### src/rtl/val2_arbiter_if.sv
// Bundle of the two requester ports, the shared Val2Generator hookup and the result return of val2_arbiter.
// The arbiter connects through the slave modport; the requesters and the generator sit on the master side.
interface val2_arbiter_if;
  // Handshake: reqN is the requester's valid, gntN is the arbiter's ready; a transfer happens in a cycle
  // where both are high, and the requester holds reqN and its operands stable until that cycle.
  // rsp_valid is a one-cycle pulse with no back-pressure; rsp_id/rsp_val_2 hold between pulses.
  logic        req0;
  logic        req1;
  logic [31:0] rm0;
  logic [31:0] rm1;
  logic [11:0] shift_operand0;
  logic [11:0] shift_operand1;
  logic        imm0;
  logic        imm1;
  logic        select0;
  logic        select1;

  logic        gnt0;
  logic        gnt1;

  logic [31:0] gen_rm;
  logic [11:0] gen_shift_operand;
  logic        gen_imm;
  logic        gen_select;
  logic [31:0] gen_val_2;

  logic        rsp_valid;
  logic        rsp_id;
  logic [31:0] rsp_val_2;
  logic        busy;

  logic [1:0]  dbg_state;
  logic        dbg_rr_ptr;

  modport slave (
    input  req0, req1,
    input  rm0, rm1, shift_operand0, shift_operand1, imm0, imm1, select0, select1,
    output gnt0, gnt1,
    output gen_rm, gen_shift_operand, gen_imm, gen_select,
    input  gen_val_2,
    output rsp_valid, rsp_id, rsp_val_2, busy,
    output dbg_state, dbg_rr_ptr
  );

  modport master (
    output req0, req1,
    output rm0, rm1, shift_operand0, shift_operand1, imm0, imm1, select0, select1,
    input  gnt0, gnt1,
    input  gen_rm, gen_shift_operand, gen_imm, gen_select,
    output gen_val_2,
    input  rsp_valid, rsp_id, rsp_val_2, busy,
    input  dbg_state, dbg_rr_ptr
  );
endinterface

### src/rtl/val2_arbiter.sv
// Two-requester arbiter sharing one Val2Generator: IDLE -> ISSUE -> RESP, one result every 3 cycles.
// Define VAL2_ARB_FIXED_PRIO_EN to make requester 0 always win contention instead of round-robin.
module val2_arbiter #(
  parameter logic RR_INIT = 1'b0
) (
  input  logic          clk,
  input  logic          rst,
  val2_arbiter_if.slave bus
);

  typedef enum logic [1:0] {
    IDLE  = 2'd0,
    ISSUE = 2'd1,
    RESP  = 2'd2
  } state_t;

  state_t      state;
  state_t      state_nxt;

  logic        rr_ptr;
  logic        win0;
  logic        win1;
  logic        grant_any;

  logic [31:0] op_rm;
  logic [11:0] op_shift;
  logic        op_imm;
  logic        op_select;

  logic        gnt_id;
  logic [31:0] res_val;
  logic        res_id;

  // Grants are combinational in IDLE and suppressed while reset is asserted.
  always_comb begin
    state_nxt = state;
    win0      = 1'b0;
    win1      = 1'b0;
    case (state)
      IDLE: begin
        if (!rst) begin
`ifdef VAL2_ARB_FIXED_PRIO_EN
          win0 = bus.req0;
`else
          win0 = bus.req0 && (!bus.req1 || !rr_ptr);
`endif
          win1 = bus.req1 && !win0;
        end
        if (win0 || win1) begin
          state_nxt = ISSUE;
        end
      end
      ISSUE:   state_nxt = RESP;
      RESP:    state_nxt = IDLE;
      default: state_nxt = IDLE;
    endcase
  end

  assign grant_any = win0 | win1;

  always_ff @(posedge clk) begin
    if (rst) begin
      state <= IDLE;
    end else begin
      state <= state_nxt;
    end
  end

  // Operand registers load only on a grant; the pointer then favours the requester that lost.
  always_ff @(posedge clk) begin
    if (rst) begin
      rr_ptr    <= RR_INIT;
      op_rm     <= '0;
      op_shift  <= '0;
      op_imm    <= 1'b0;
      op_select <= 1'b0;
      gnt_id    <= 1'b0;
      res_val   <= '0;
      res_id    <= 1'b0;
    end else begin
      if (grant_any) begin
        op_rm     <= win1 ? bus.rm1 : bus.rm0;
        op_shift  <= win1 ? bus.shift_operand1 : bus.shift_operand0;
        op_imm    <= win1 ? bus.imm1 : bus.imm0;
        op_select <= win1 ? bus.select1 : bus.select0;
        gnt_id    <= win1;
        rr_ptr    <= win0;
      end
      if (state == ISSUE) begin
        res_val <= bus.gen_val_2;
        res_id  <= gnt_id;
      end
    end
  end

  assign bus.gnt0              = win0;
  assign bus.gnt1              = win1;
  assign bus.gen_rm            = op_rm;
  assign bus.gen_shift_operand = op_shift;
  assign bus.gen_imm           = op_imm;
  assign bus.gen_select        = op_select;
  assign bus.rsp_valid         = (state == RESP) && !rst;
  assign bus.rsp_id            = res_id;
  assign bus.rsp_val_2         = res_val;
  assign bus.busy              = (state != IDLE) && !rst;
  assign bus.dbg_state         = state;
  assign bus.dbg_rr_ptr        = rr_ptr;

endmodule
### src/flat_wrapper.sv
// flat-port wrapper written by rule: the top's interface ports become plain ports
module val2_arbiter_flat 
#(
  parameter logic RR_INIT = 1'b0
)
  (clk, rst, bus_req0, bus_req1, bus_rm0, bus_rm1, bus_shift_operand0, bus_shift_operand1, bus_imm0, bus_imm1, bus_select0, bus_select1, bus_gnt0, bus_gnt1, bus_gen_rm, bus_gen_shift_operand, bus_gen_imm, bus_gen_select, bus_gen_val_2, bus_rsp_valid, bus_rsp_id, bus_rsp_val_2, bus_busy, bus_dbg_state, bus_dbg_rr_ptr);
  val2_arbiter_if bus_i ();
  input  logic clk;
  input  logic rst;
  input wire logic [$bits(bus_i.req0)-1:0] bus_req0;
  input wire logic [$bits(bus_i.req1)-1:0] bus_req1;
  input wire logic [$bits(bus_i.rm0)-1:0] bus_rm0;
  input wire logic [$bits(bus_i.rm1)-1:0] bus_rm1;
  input wire logic [$bits(bus_i.shift_operand0)-1:0] bus_shift_operand0;
  input wire logic [$bits(bus_i.shift_operand1)-1:0] bus_shift_operand1;
  input wire logic [$bits(bus_i.imm0)-1:0] bus_imm0;
  input wire logic [$bits(bus_i.imm1)-1:0] bus_imm1;
  input wire logic [$bits(bus_i.select0)-1:0] bus_select0;
  input wire logic [$bits(bus_i.select1)-1:0] bus_select1;
  output wire logic [$bits(bus_i.gnt0)-1:0] bus_gnt0;
  output wire logic [$bits(bus_i.gnt1)-1:0] bus_gnt1;
  output wire logic [$bits(bus_i.gen_rm)-1:0] bus_gen_rm;
  output wire logic [$bits(bus_i.gen_shift_operand)-1:0] bus_gen_shift_operand;
  output wire logic [$bits(bus_i.gen_imm)-1:0] bus_gen_imm;
  output wire logic [$bits(bus_i.gen_select)-1:0] bus_gen_select;
  input wire logic [$bits(bus_i.gen_val_2)-1:0] bus_gen_val_2;
  output wire logic [$bits(bus_i.rsp_valid)-1:0] bus_rsp_valid;
  output wire logic [$bits(bus_i.rsp_id)-1:0] bus_rsp_id;
  output wire logic [$bits(bus_i.rsp_val_2)-1:0] bus_rsp_val_2;
  output wire logic [$bits(bus_i.busy)-1:0] bus_busy;
  output wire logic [$bits(bus_i.dbg_state)-1:0] bus_dbg_state;
  output wire logic [$bits(bus_i.dbg_rr_ptr)-1:0] bus_dbg_rr_ptr;
  assign bus_i.req0 = bus_req0;
  assign bus_i.req1 = bus_req1;
  assign bus_i.rm0 = bus_rm0;
  assign bus_i.rm1 = bus_rm1;
  assign bus_i.shift_operand0 = bus_shift_operand0;
  assign bus_i.shift_operand1 = bus_shift_operand1;
  assign bus_i.imm0 = bus_imm0;
  assign bus_i.imm1 = bus_imm1;
  assign bus_i.select0 = bus_select0;
  assign bus_i.select1 = bus_select1;
  assign bus_gnt0 = bus_i.gnt0;
  assign bus_gnt1 = bus_i.gnt1;
  assign bus_gen_rm = bus_i.gen_rm;
  assign bus_gen_shift_operand = bus_i.gen_shift_operand;
  assign bus_gen_imm = bus_i.gen_imm;
  assign bus_gen_select = bus_i.gen_select;
  assign bus_i.gen_val_2 = bus_gen_val_2;
  assign bus_rsp_valid = bus_i.rsp_valid;
  assign bus_rsp_id = bus_i.rsp_id;
  assign bus_rsp_val_2 = bus_i.rsp_val_2;
  assign bus_busy = bus_i.busy;
  assign bus_dbg_state = bus_i.dbg_state;
  assign bus_dbg_rr_ptr = bus_i.dbg_rr_ptr;
  val2_arbiter #(.RR_INIT(RR_INIT)) u_core (.clk(clk), .rst(rst), .bus(bus_i));
endmodule
### config.mk
export PLATFORM = sky130hd
export DESIGN_NAME = val2_arbiter_flat
export DESIGN_NICKNAME = d
export VERILOG_FILES = /design/src/rtl/val2_arbiter_if.sv /design/src/rtl/val2_arbiter.sv /design/src/flat_wrapper.sv
export SDC_FILE = /design/constraint.sdc
export NUM_CORES = 1
export LEC_CHECK = 0
export ABC_AREA = 1
export CORE_MARGIN = 3
export CORE_UTILIZATION = 42
export CTS_CLUSTER_SIZE = 40
export DETAILED_ROUTE_END_ITERATION = 6
export PLACE_DENSITY = 0.86
export SLEW_MARGIN = 20
export SYNTH_ARGS = -nofsm -noshare
export SYNTH_HDL_FRONTEND = slang
export SYNTH_SLANG_ARGS = --single-unit
### constraint.sdc
create_clock -name clk -period 3.6 [get_ports clk]
set_input_delay 0.36 -clock clk [delete_from_list [all_inputs] [get_ports clk]]
set_output_delay 0.36 -clock clk [all_outputs]
set_load 0.02 [all_outputs]
## Word-level counts from Yosys, hierarchy flattened

Index checks and enable logic that the tools add are counted.

- Flip-flop bits (word level): 83
- Input port bits: 128

- Equality and inequality tests: 3
- Muxes and demuxes: 12
- Bitwise operators: 1
- Reductions and logical operators: 12

Operators by type and width:

| kind | count |
|---|---|
| 2-to-1 mux 32 bit | 1 |
| 2-to-1 mux 12 bit | 1 |
| 2-to-1 mux 1 bit | 8 |
| logical AND 1 bit | 4 |
| logical NOT 1 bit | 4 |
| one-hot mux 2 bit (2 select lines) | 1 |
| == test 2 x 1 -> 1 bit (second input constant) | 1 |
| == test 2 bit (second input constant) | 1 |
| logical NOT 2 bit | 1 |
| logical OR 1 bit | 2 |
| 2-to-1 mux 2 bit | 1 |
| inequality test 2 x 1 -> 1 bit (second input constant) | 1 |
| nonzero test 2 bit | 1 |
| OR 1 bit | 1 |

## Depth between registers and ports, before layout

Gate-level depths: netlist of run 1.

- Depth after elaboration: 10
- Depth in mapped cells: 9

## Worst setup path before layout of run 1

No wires, ideal clock.

- Kind: flip-flop to flip-flop
- Start point: reg u_core.rr_ptr, in the netlist u_core.bus.dbg_rr_ptr
- End point: reg u_core.op_rm[13], in the netlist u_core.bus.gen_rm[13]
- Setup time: 111 ps
- Arrival: 1460 ps
- Required time: 3489 ps
- Slack: 2028 ps
- Stages on the path, launching flop included: 10
- Buffers on the path: 2
- Cell sequence: dfxtp_1 -> nand2_1 -> nand2_1 -> inv_2 -> nor2_2 -> nor2_2 -> buf_6 -> buf_4 -> nor2_1 -> nor2_1

- Longest elaborated chain between the ends: 9
- Elaborated cells between the ends (all ways): 13
- Those cells by class: 7 x mux; 1 x bitwise; 5 x reduce/logical

Ends and longest elaborated chain:

| what | RTL line | source |
|---|---|---|
| from (decl) | val2_arbiter.sv:20 | `logic rr_ptr;` |
| from (signal assigned) | val2_arbiter.sv:87 | `rr_ptr <= win0;` |
| logical NOT 1 bit * | val2_arbiter.sv:45 | `win0 = bus.req0 && (!bus.req1 \|\| !rr_ptr);` |
| logical OR 1 bit * | val2_arbiter.sv:45 |  |
| logical AND 1 bit * | val2_arbiter.sv:45 |  |
| logical NOT 1 bit * | val2_arbiter.sv:47 | `win1 = bus.req1 && !win0;` |
| logical AND 1 bit * | val2_arbiter.sv:47 |  |
| 2-to-1 mux 1 bit * | val2_arbiter.sv:41 | `if (!rst) begin` |
| 2-to-1 mux 1 bit * (2 in a row) | val2_arbiter.sv:39 | `case (state)` |
| named net bus_gnt1 | flat_wrapper.sv:21 | `output wire logic [$bits(bus_i.gnt1)-1:0] bus_gnt1;` |
| 2-to-1 mux 32 bit / OR 1 bit (equally long branches) | val2_arbiter.sv:82, val2_arbiter.sv:59 |  |
| to (signal assigned) | val2_arbiter.sv:82 | `op_rm <= win1 ? bus.rm1 : bus.rm0;` |
| to (decl) | val2_arbiter.sv:25 | `logic [31:0] op_rm;` |

The timed path passes the listed nets; every way through them passes the cells marked *. The select of a mux whose other input is x is not followed.
A chain may end at the register's enable or synchronous reset.

## Worst setup path in the final report of run 1

- Start point: in rst
- End point: out bus_gnt1

- Longest elaborated chain between the ends: 3

Ends and longest elaborated chain:

| what | RTL line | source |
|---|---|---|
| from (decl) | flat_wrapper.sv:9 | `input logic rst;` |
| 2-to-1 mux 1 bit | val2_arbiter.sv:41 |  |
| 2-to-1 mux 1 bit (2 in a row) | val2_arbiter.sv:39 |  |
| to (decl) | flat_wrapper.sv:21 |  |

Every way passes these cells. The select of a mux whose other input is x is not followed.

==> Flow_metrics.wiki, run 1 <==
{| class="wikitable"
! Metric !! Value
|-
| Outcome || finished clean
|-
| CTS tree || built
|-
| Post-synthesis net count || 751
|-
| Count of cells resized by post-cts repair || 0
|-
| Clock power share || 23.3%
|-
| Min-Delay Path Class || reg2reg
|-
| Crit path kind || in2out
|-
| CP max FO || 6
|-
| Antenna Violating Nets Remaining || 0
|-
| Final setup fails || 0
|-
| Number of diodes added for antenna fixing || 0
|-
| Post-synthesis cell type with the largest combined area || dfxtp_1
|-
| Share of the synthesized area in the top cell type || 41.9%
|-
| Clock transition at the registers of the reported paths || 0.08 ns
|-
| Maximum achievable frequency || 386 MHz
|-
| Final-layout fill cell count || 755
|-
| CP Capture Point || bus_gnt1
|-
| Async S/R FF share, synth || 0%
|-
| Largest vdd supply drop || 0.000196 V
|-
| Summed instance area of the synthesized netlist || 3960 µm²
|-
| TritonRoute pass-1 iters || 5
|-
| Final critical-path required period || 2.59 ns
|-
| Initial Util || 44.4%
|-
| Detailed-route wire length || 12700 µm
|-
| Detailed placement HPWL || 9200 µm
|-
| Worst-Skew Late Latency || 0.35 ns
|-
| Sequential cell area || 1660 µm²
|-
| R2R depth || 6
|-
| Root buffer selected by CTS || clkbuf_8
|-
| Total negative setup slack || 0 ns
|-
| DR WL/cell || 13.7 µm
|-
| Most repeated cell in the gate-level netlist after synthesis || nor2_1
|-
| Number of buffers between clock root and the deepest sink || 2
|-
| Largest net degree at the start of global routing || 82
|-
| Slew of the pin with the lowest slew margin || 0.964 ns
|-
| Signal arrival time at the worst endpoint || 2.23 ns
|-
| Unrepaired setup endpoints after global routing || false
|-
| Worst slack on hold paths || 0.484 ns
|-
| Number of antenna violations at the first check in global routing || 0
|-
| Remaining global-route overflow || 0
|-
| CTS Buf Count || 9
|-
| Clk sinks || 83
|-
| Footprint of the multi-input gates || 1870 µm²
|-
| Switching share of power || 34.1%
|-
| H-tree depth reported by CTS || 3
|-
| Cts hold-fix bufs || 0
|-
| Synth warn || 0
|-
| Worst reg2reg setup slack || 1.57 ns
|-
| Port Buf Inserts || 213
|-
| Syn Area/Cell || 6.36 µm²
|-
| Power per unit of standard cell area || 419 nW/µm²
|-
| Routability Congestion || 0.760
|-
| Startpoint of the worst register-to-register path || u_core.bus.dbg_state[0]
|-
| Detailed Route Iter0 Violations || 156
|-
| Buffers inserted by post-CTS timing repair || 0
|-
| First-pass GRT wire length || 19700 µm
|-
| Dominant cells by area after synthesis || dfxtp_1 42%, nor2_1 16%, nand2_1 14%, nand3_1 12%, inv_1 4.6%
|-
| Slew headroom || 35.7%
|-
| Fin crit share || 72.0%
|-
| Internal power consumption || 1.72 mW
|-
| CP startpoint kind || primary input
|-
| Total vias in the final route || 4506
|-
| # DRC || 0
|-
| Number of distinct standard cells referenced by the synthesized netlist || 18
|-
| Number of synthesized flops with an enable pin || 0
|-
| Share of synthesized area occupied by flip-flops and latches || 41.9%
|-
| Area inside the core boundary || 8930 µm²
|-
| Per-cell via count in the routed design || 4.88
|-
| Skew final || 0.0141 ns
|-
| Leakage || 2.78 nW
|-
| Area of the die || 10600 µm²
|-
| Prevailing post-synth register cell || dfxtp_1
|-
| Total net switching power || 0.891 mW
|-
| # nets final || 938
|-
| Ranking of synthesized cells by instance count || 164 x nor2_1, 143 x nand2_1, 95 x nand3_1, 83 x dfxtp_1, 49 x inv_1
|-
| Startpoint of the most critical setup path || rst
|-
| Relative area change from synthesis to final layout || 57.2%
|-
| Vias in the first global route || 4210
|-
| Worst Setup End Kind || output port
|-
| Total global-route track usage || 23.2%
|-
| Combinational share of power || 35.1%
|-
| Final-report hold violation count || 0
|-
| Critical R2R Capture || u_core.bus.gen_rm[26]
|-
| Max Cap Viol || 0
|-
| Synthesized netlist cell count || 623
|-
| Fraction of layout instances using a drive strength above 1 || 4.17%
|-
| Final Slew Violations || 0
|-
| Boundary Pins || 214
|-
| Placed cell area || 6050 µm²
|-
| Std cell rows || 34
|-
| Chip Height || 103 µm
|-
| Yosys reg bits || 83
|-
| Final std cell area, no fill || 6230 µm²
|-
| Power share of the sequential group || 41.5%
|-
| Die span in x || 103 µm
|-
| Post-layout power || 2.61 mW
|-
| Data required time of the worst path || 3.24 ns
|}
-- worst min-delay path by stage --
| stage | from | endpoint | slack, ns | cells past startpoint |
|---|---|---|---|---|
| after floorplan | rst | u_core.bus.dbg_state[1] | 0.43 | 1 |
| after global placement | u_core.bus.rsp_val_2[6] | u_core.bus.rsp_val_2[6] | 0.46 | 2 |
| after detailed placement | u_core.bus.rsp_val_2[29] | u_core.bus.rsp_val_2[29] | 0.47 | 2 |
| after CTS | u_core.bus.rsp_val_2[29] | u_core.bus.rsp_val_2[29] | 0.49 | 2 |
| after global routing | u_core.bus.rsp_val_2[20] | u_core.bus.rsp_val_2[20] | 0.51 | 2 |
| final | u_core.bus.rsp_val_2[29] | u_core.bus.rsp_val_2[29] | 0.48 | 2 |
-- registers in the layout (all words and copies together), names as in the netlist --
| name | count |
|---|---|
| u_core.bus.gen_rm | 32 |
| u_core.bus.rsp_val_2 | 32 |
| u_core.bus.gen_shift_operand | 12 |
| u_core.bus.dbg_state | 2 |
| u_core.bus.dbg_rr_ptr | 1 |
| u_core.bus.gen_imm | 1 |
| u_core.bus.gen_select | 1 |
| u_core.bus.rsp_id | 1 |
| u_core.gnt_id | 1 |
-- routing by layer --
layer  routed length [µm]  vias up  GRT usage [%]
li1                     -     2291              -
met1                 4850     2022           26.2
met2                 6370      177           42.0
met3                 1250       16           6.97
met4                  172        0           7.07
met5                    0        -              0
-- layout by cell type (no fill, tap or decap) --
cell type	Yosys	layout
clkdlybuf4s50_1	0	213
nor2_1	164	164
nand2_1	143	142
nand3_1	95	94
dfxtp_1	83	83
inv_1	49	49
o21ai_0	33	33
clkbuf_8	0	9
buf_4	7	7
inv_2	4	4
nand2_2	2	3
inv_6	0	3
clkinvlp_4	0	2
clkinv_2	0	2
nor2_2	2	1
nor3_1	1	1
nand4_1	1	1
nand3_4	0	1
nor2_4	0	1
nor2_8	1	1
a21oi_1	1	1
-- cell type report --
class	count	area share, %
multi-input combinational	443	30.1
inverter	53	3.19
timing repair buffer	220	35.1
tap	108	2.17
clock inverter	7	0.823
sequential	83	26.7
clock buffer	9	1.99
-- power groups by stage --
| stage | logic [mW] | registers, mW | clock network [mW] |
|---|---|---|---|
| final | 0.918 | 1.09 | 0.610 |
| after global routing | 1.01 | 1.10 | 0.668 |
| after CTS | 0.927 | 1.09 | 0.625 |
| after detailed placement | 0.923 | 1.11 | 0 |
| after global placement | 0.901 | 1.10 | 0 |
| after floorplan | 0.359 | 1.24 | 0 |
-- per-stage QoR --
stage	cells	util [%]	setup WS, ns
CTS	923	69.7	1.03
floorplan	623	-	2.03
finish	923	69.7	1.01
global placement	907	67.8	1.08
global route	923	69.7	0.924
detailed placement	907	67.8	1.02
-- kinds of logic after synthesis --
family / synth area share (%)
compound gates: 4.29
buf+inv: 11.3
flops: 41.9
simple gates: 42.5
-- worst max-delay path, stage by stage --
cell             delay [ns]
clkdlybuf4s50_1        0.55
nor2_1                 0.30
nand2_1                0.10
nor2_2                 0.24
clkdlybuf4s50_1        0.67
(Power assumes the default switching activity.)
==> run 2, diff against run 1 <==
--- a/config.mk
+++ b/config.mk
@@ -7,10 +7,10 @@
 export LEC_CHECK = 0
 export ABC_AREA = 1
 export CORE_MARGIN = 3
-export CORE_UTILIZATION = 42
+export CORE_UTILIZATION = 39
 export CTS_CLUSTER_SIZE = 40
 export DETAILED_ROUTE_END_ITERATION = 6
-export PLACE_DENSITY = 0.86
+export PLACE_DENSITY = 0.8
 export SLEW_MARGIN = 20
 export SYNTH_ARGS = -nofsm -noshare
 export SYNTH_HDL_FRONTEND = slang
==> constraint.sdc (replaced) <==
create_clock -name clk -period 2.54 [get_ports clk]
set_input_delay 0.254 -clock clk [delete_from_list [all_inputs] [get_ports clk]]
set_output_delay 0.254 -clock clk [all_outputs]
set_load 0.02 [all_outputs]
==> Flow_metrics.wiki, run 2 (synthesis results as in run 1) <==
{| class="wikitable"
! Metric !! Value
|-
| Outcome || finished clean (unchanged)
|-
| Slew of the pin with the lowest slew margin || 0.944 ns (was 0.964 ns)
|-
| Signal arrival time at the worst endpoint || 2.00 ns (was 2.23 ns)
|-
| Final critical-path required period || 2.25 ns
|-
| Total negative setup slack || 0 ns (unchanged)
|-
| Number of cells on the worst hold path || 2 (unchanged)
|-
| CTS tree || built (unchanged)
|-
| Cts hold-fix bufs || 0 (unchanged)
|-
| R2R depth || 7 (was 6)
|-
| CTS Buf Count || 9 (unchanged)
|-
| Chip Height || 107 µm (was 103 µm)
|-
| Delay-heaviest family, CP || buffers and inverters (unchanged)
|-
| Detailed Route Iter0 Violations || 212 (was 156)
|-
| Non-filler cells in the finished layout || 952 (was 923)
|-
| Maximum achievable frequency || 444 MHz
|-
| Fin crit share || 88.7%
|-
| Port Buf Inserts || 213 (unchanged)
|-
| Leakage || 2.85 nW (was 2.78 nW)
|-
| Sequential cell area || 1660 µm² (unchanged)
|-
| Leading cell type in the layout, fill and taps excluded || clkdlybuf4s50_1 (unchanged)
|-
| CP startpoint kind || register (was primary input)
|-
| Unrepaired setup endpoints after global routing || false (unchanged)
|-
| Vias in the first global route || 4275 (was 4210)
|-
| DR WL/cell || 13.3 µm (was 13.7 µm)
|-
| Power per unit of standard cell area || 623 nW/µm² (was 419 nW/µm²)
|-
| Worst-path cell with the longest stage delay || clkdlybuf4s50_1 (unchanged)
|-
| Die span in x || 107 µm (was 103 µm)
|-
| Footprint of the multi-input gates || 1870 µm² (unchanged)
|-
| Total global-route track usage || 22.0% (was 23.2%)
|-
| Detailed placement HPWL || 9340 µm (was 9200 µm)
|-
| Buffering stage count on the worst path with inverters included || 1 (was 2)
|-
| Worst reg2reg setup slack || 0.85 ns (was 1.57 ns)
|-
| Min-delay src || u_core.bus.rsp_val_2[13] (was u_core.bus.rsp_val_2[29])
|-
| Worst slack on hold paths || 0.485 ns (was 0.484 ns)
|-
| Area of the die || 11400 µm² (was 10600 µm²)
|-
| TritonRoute pass-1 iters || 4 (was 5)
|-
| # nets final || 942 (was 938)
|-
| Root buffer selected by CTS || clkbuf_8 (unchanged)
|-
| Max Cap Viol || 0 (unchanged)
|-
| Largest vdd supply drop || 0.000238 V (was 0.000196 V)
|-
| Dpl cells || 936 (was 907)
|-
| Largest net degree at the start of global routing || 52 (was 82)
|-
| Number of antenna violations at the first check in global routing || 0 (unchanged)
|-
| Clock transition at the registers of the reported paths || 0.08 ns (about the same)
|-
| Final-layout fill cell count || 901 (was 755)
|-
| First-pass GRT wire length || 20200 µm (was 19700 µm)
|-
| Initial Util || 40.4% (was 44.4%)
|-
| Relative area change from synthesis to final layout || 61.7% (was 57.2%)
|-
| Startpoint of the worst register-to-register path || u_core.bus.dbg_state[0] (unchanged)
|-
| Fraction of layout instances using a drive strength above 1 || 4.52% (was 4.17%)
|-
| Longest individual stage delay on the worst path || 0.66 ns (was 0.67 ns)
|-
| Destination of the worst hold path || u_core.bus.rsp_val_2[13] (was u_core.bus.rsp_val_2[29])
|-
| Antenna Violating Nets Remaining || 0 (unchanged)
|-
| Min-Delay Path Class || reg2reg (unchanged)
|-
| Crit path kind || reg2out (was in2out)
|-
| Count of cells resized by post-cts repair || 0 (unchanged)
|-
| Setup slack after placement || 0.312 ns (was 1.02 ns)
|-
| Number of buffers between clock root and the deepest sink || 2 (unchanged)
|-
| Final worst slack || 0.286 ns (was 1.01 ns)
|-
| Data required time of the worst path || 2.29 ns (was 3.24 ns)
|-
| Slew headroom || 37.0% (was 35.7%)
|-
| Per-cell via count in the routed design || 4.71 (was 4.88)
|-
| Final Slew Violations || 0 (unchanged)
|-
| Number of diodes added for antenna fixing || 0 (unchanged)
|-
| Worst path cell trace || nor2_1 -> nand2_1 -> nor2_2 -> clkdlybuf4s50_1 (was clkdlybuf4s50_1 -> nor2_1 -> nand2_1 -> nor2_2 -> clkdlybuf4s50_1)
|-
| Critical R2R Capture || u_core.bus.gen_imm (was u_core.bus.gen_rm[26])
|-
| Skew final || 0.00987 ns (was 0.0141 ns)
|-
| Boundary Pins || 214 (unchanged)
|-
| Worst-Skew Late Latency || 0.35 ns (about the same)
|-
| Buffers inserted by post-CTS timing repair || 0 (unchanged)
|-
| Commonest cells after routing, fill and taps aside || 213 x clkdlybuf4s50_1, 164 x nor2_1, 142 x nand2_1, 94 x nand3_1, 83 x dfxtp_1 (unchanged)
|-
| Worst Setup End Kind || output port (unchanged)
|-
| Total vias in the final route || 4482 (was 4506)
|-
| Final-report hold violation count || 0 (unchanged)
|-
| CP max FO || 5 (was 6)
|-
| Detailed-route wire length || 12600 µm (was 12700 µm)
|-
| Clk sinks || 83 (unchanged)
|-
| Routability Congestion || 0.766 (was 0.760)
|-
| Final setup fails || 0 (unchanged)
|-
| H-tree depth reported by CTS || 3 (unchanged)
|-
| Std cell rows || 36 (was 34)
|-
| Remaining global-route overflow || 0 (unchanged)
|-
| Area inside the core boundary || 9820 µm² (was 8930 µm²)
|-
| # DRC || 0 (unchanged)
|}
==> run 2: changes by cell type in the layout (fill, tap and decap cells not counted), sizes merged <==
cell	before	now
inv	56	53
buf	7	11
bufinv	0	3
clkinv	2	1
clkbuf	9	10
==> run 2: worst max-delay path by stage <==
stage / end / start / slack (ns) / cells past startpoint
after floorplan: u_core.bus.gen_rm[13] / u_core.bus.dbg_rr_ptr / 0.97 / 9
after global placement: bus_gnt1 / bus_req1 / 0.33 / 6
after detailed placement: bus_gnt1 / rst / 0.31 / 5
after CTS: bus_gnt1 / u_core.bus.dbg_state[0] / 0.25 / 4
after global routing: bus_gnt1 / u_core.bus.dbg_state[0] / 0.17 / 4
final: bus_gnt1 / u_core.bus.dbg_state[0] / 0.29 / 4
==> run 2: where the power goes <==
group | switching (mW) | internal, mW | total [mW]
Sequential | 0.0801 | 1.46 | 1.54
Clock | 0.477 | 0.655 | 1.13
Combinational | 0.681 | 0.639 | 1.32
==> run 2: area by class of cell <==
type / instances / area share [%]
flip-flops and latches: 83 / 25.9
well taps: 133 / 2.60
clock buffers: 10 / 1.99
clock inverters: 6 / 1.78
inverters: 53 / 3.10
multi-input cells: 443 / 29.3
repair buffers: 224 / 35.3
==> run 2: tightest hold or removal path: stages (launching register included) <==
cell,delay [ns]
dfxtp_1,0.33
nor2_1,0.04
nor2_1,0.08
==> run 2: through the flow <==
stage	util [%]	cell area, µm²	power (mW)
after CTS	65.3	6410	4.03
after floorplan	-	3960	2.26
after global placement	62.8	6170	2.86
final	65.3	6410	3.99
after global routing	65.3	6410	4.22
after detailed placement	62.8	6170	2.90
==> run 2: routing by layer <==
layer	track usage, %	up-vias	share of wire, %
met4	8.04	0	1.5
met3	6.68	16	9.4
met2	39.5	178	50
met5	0	-	0
met1	24.5	1994	40
li1	-	2294	-
==> run 3, diff against run 2 <==
--- a/config.mk
+++ b/config.mk
@@ -6,12 +6,13 @@
 export NUM_CORES = 1
 export LEC_CHECK = 0
 export ABC_AREA = 1
+export CORE_ASPECT_RATIO = 1.75
 export CORE_MARGIN = 3
 export CORE_UTILIZATION = 39
 export CTS_CLUSTER_SIZE = 40
 export DETAILED_ROUTE_END_ITERATION = 6
 export PLACE_DENSITY = 0.8
-export SLEW_MARGIN = 20
+export SLEW_MARGIN = 0
 export SYNTH_ARGS = -nofsm -noshare
 export SYNTH_HDL_FRONTEND = slang
 export SYNTH_SLANG_ARGS = --single-unit
==> Flow_metrics.wiki, run 3 (synthesis results as in run 1) <==
{| class="wikitable"
! Metric !! Value
|-
| Outcome || finished clean (unchanged)
|-
| Routed wl met2 || 7110 µm (was 6250 µm)
|-
| Leakage || 2.87 nW (was 2.85 nW)
|-
| Chip Height || 139 µm (was 107 µm)
|-
| Worst path cell trace || clkdlybuf4s50_1 -> inv_1 -> nor2_1 -> nand2_1 -> nor2_2 -> clkdlybuf4s50_1 (was nor2_1 -> nand2_1 -> nor2_2 -> clkdlybuf4s50_1)
|-
| Number of antenna violations at the first check in global routing || 1 (was 0)
|-
| Vias in the first global route || 4248 (was 4275)
|-
| Worst Setup End Kind || output port (unchanged)
|-
| Max Cap Viol || 0 (unchanged)
|-
| Footprint of the multi-input gates || 1870 µm² (unchanged)
|-
| Fraction of layout instances using a drive strength above 1 || 4.52% (about the same)
|-
| Clk sinks || 83 (unchanged)
|-
| Buffering stage count on the worst path with inverters included || 3 (was 1)
|-
| Power per unit of standard cell area || 646 nW/µm² (was 623 nW/µm²)
|-
| # DRC || 0 (unchanged)
|-
| Worst-Skew Late Latency || 0.33 ns (was 0.35 ns)
|-
| Cts hold-fix bufs || 0 (unchanged)
|-
| Highest metal layer used by the detailed router || met4 (unchanged)
|-
| Detailed-route wire length || 12600 µm (about the same)
|-
| CTS tree || built (unchanged)
|-
| Critical path's most frequent cell || clkdlybuf4s50_1
|-
| Boundary Pins || 214 (unchanged)
|-
| Number of buffers between clock root and the deepest sink || 2 (unchanged)
|-
| Largest vdd supply drop || 0.000415 V (was 0.000238 V)
|-
| Final setup fails || 0 (unchanged)
|-
| Slew headroom || 36.5% (was 37.0%)
|-
| Skew final || 0.00514 ns (was 0.00987 ns)
|-
| CP Capture Point || bus_gnt1 (unchanged)
|-
| Longest individual stage delay on the worst path || 0.65 ns (was 0.66 ns)
|-
| Routability Congestion || 0.793 (was 0.766)
|-
| Count of cells resized by post-cts repair || 0 (unchanged)
|-
| Per-cell via count in the routed design || 4.72 (was 4.71)
|-
| Total number of cells along the worst setup path || 6 (was 4)
|-
| Area of the die || 11500 µm² (was 11400 µm²)
|-
| Leading cell type in the layout, fill and taps excluded || clkdlybuf4s50_1 (unchanged)
|-
| Slew of the pin with the lowest slew margin || 0.951 ns (was 0.944 ns)
|-
| Area inside the core boundary || 9910 µm² (was 9820 µm²)
|-
| Largest net degree at the start of global routing || 53 (was 52)
|-
| Die span in x || 82.2 µm (was 107 µm)
|-
| Relative area change from synthesis to final layout || 62.0% (was 61.7%)
|-
| Clock transition at the registers of the reported paths || 0.06 ns (was 0.08 ns)
|-
| CP startpoint kind || primary input (was register)
|-
| Sequential cell area || 1660 µm² (unchanged)
|-
| Startpoint of the worst register-to-register path || u_core.bus.dbg_rr_ptr (was u_core.bus.dbg_state[0])
|-
| Maximum achievable frequency || 446 MHz (was 444 MHz)
|-
| Initial Util || 40.0% (was 40.4%)
|-
| Critical R2R Capture || u_core.bus.gen_rm[17] (was u_core.bus.gen_imm)
|-
| CP max FO || 3 (was 5)
|-
| Worst reg2reg setup slack || 0.89 ns (was 0.85 ns)
|-
| Final critical-path required period || 2.24 ns (was 2.25 ns)
|-
| Antenna Violating Nets Remaining || 0 (unchanged)
|-
| Std cell rows || 48 (was 36)
|-
| Unrepaired setup endpoints after global routing || false (unchanged)
|-
| Min-Delay Path Class || reg2reg (unchanged)
|-
| Final-report hold violation count || 0 (unchanged)
|-
| Commonest cells after routing, fill and taps aside || 213 x clkdlybuf4s50_1, 164 x nor2_1, 142 x nand2_1, 94 x nand3_1, 83 x dfxtp_1 (unchanged)
|-
| Port Buf Inserts || 213 (unchanged)
|-
| # nets final || 941 (was 942)
|-
| Buffers inserted by post-CTS timing repair || 0 (unchanged)
|-
| First-pass GRT wire length || 19600 µm (was 20200 µm)
|-
| DR WL/cell || 13.4 µm (was 13.3 µm)
|-
| Number of cells on the worst hold path || 2 (unchanged)
|-
| Data required time of the worst path || 2.29 ns (about the same)
|-
| Final Slew Violations || 0 (unchanged)
|-
| Startpoint of the most critical setup path || bus_req1 (was u_core.bus.dbg_state[0])
|-
| Routed length on met1 || 4370 µm (was 4990 µm)
|-
| R2R depth || 8 (was 7)
|-
| Worst-path cell with the longest stage delay || clkdlybuf4s50_1 (unchanged)
|-
| Total vias in the final route || 4454 (was 4482)
|-
| Total negative setup slack || 0 ns (unchanged)
|-
| Root buffer selected by CTS || clkbuf_16 (was clkbuf_8)
|-
| Total global-route track usage || 21.7% (was 22.0%)
|-
| CTS Buf Count || 9 (unchanged)
|-
| Detailed placement HPWL || 9270 µm (was 9340 µm)
|-
| TritonRoute pass-1 iters || 4 (unchanged)
|-
| Final-layout fill cell count || 874 (was 901)
|-
| Fin crit share || 88.4% (was 88.7%)
|-
| Delay-heaviest family, CP || buffers and inverters (unchanged)
|-
| Detailed Route Iter0 Violations || 147 (was 212)
|-
| H-tree depth reported by CTS || 3 (unchanged)
|-
| Crit path kind || in2out (was reg2out)
|-
| Signal arrival time at the worst endpoint || 1.99 ns (was 2.00 ns)
|-
| Post-layout power || 4.15 mW (was 3.99 mW)
|-
| Metal3 WL || 809 µm (was 1180 µm)
|-
| Remaining global-route overflow || 0 (unchanged)
|}
## run 3: changes by cell type in the layout (fill, tap and decap cells not counted), sizes merged
cell,previous run,this run
diode,0,1
clkinv,1,4
clkinvlp,2,1
bufinv,3,1
buf,11,10
## run 3: area by class of cell
cell class | instances | share of cell area, %
tap | 125 | 2.44
clock buffer | 10 | 3.72
timing repair buffer | 223 | 34.6
sequential | 83 | 25.9
antenna | 1 | 0.0390
multi-input combinational | 443 | 29.2
clock inverter | 6 | 1.01
inverter | 53 | 3.10
## run 3: per-layer routing
layer | vias up | global-route usage [%]
met1 | 1991 | 21.3
met3 | 20 | 4.53
met2 | 147 | 41.8
met5 | - | 0
met4 | 0 | 8.67
li1 | 2296 | -
## run 3: where the power goes
group          switching (mW)  internal [mW]  leakage, nW  total, mW
Clock                   0.514          0.788        0.148       1.30
Sequential             0.0810           1.46        0.684       1.54
Combinational           0.677          0.630         2.03       1.31
Total                    1.27           2.88         2.87       4.15
## run 3: through the flow
step	utilization, %	std cells	setup WS, ns	cell area [µm²]	hold slack, ns
floorplan	-	623	0.968	3960	0.326
global placement	61.7	927	0.274	6110	0.464
detailed placement	61.7	927	0.173	6110	0.472
CTS	64.7	943	0.306	6410	0.487
global route	64.8	944	0.204	6420	0.512
finish	64.8	944	0.295	6420	0.483
## run 3: how the worst min path moves through the flow
stage                             start                  endpoint
5_1_grt        u_core.bus.rsp_val_2[17]  u_core.bus.rsp_val_2[17]
3_5_place_dp          u_core.bus.rsp_id         u_core.bus.rsp_id
4_1_cts        u_core.bus.rsp_val_2[24]  u_core.bus.rsp_val_2[24]
3_3_place_gp          u_core.bus.rsp_id         u_core.bus.rsp_id
2_1_floorplan                       rst   u_core.bus.dbg_state[1]
6_report       u_core.bus.rsp_val_2[19]  u_core.bus.rsp_val_2[19]
## run 3: worst min-delay path, cell delays in order, from the launching register on
cell and delay (ns):
dfxtp_1 0.33, nor2_1 0.05, nor2_1 0.08
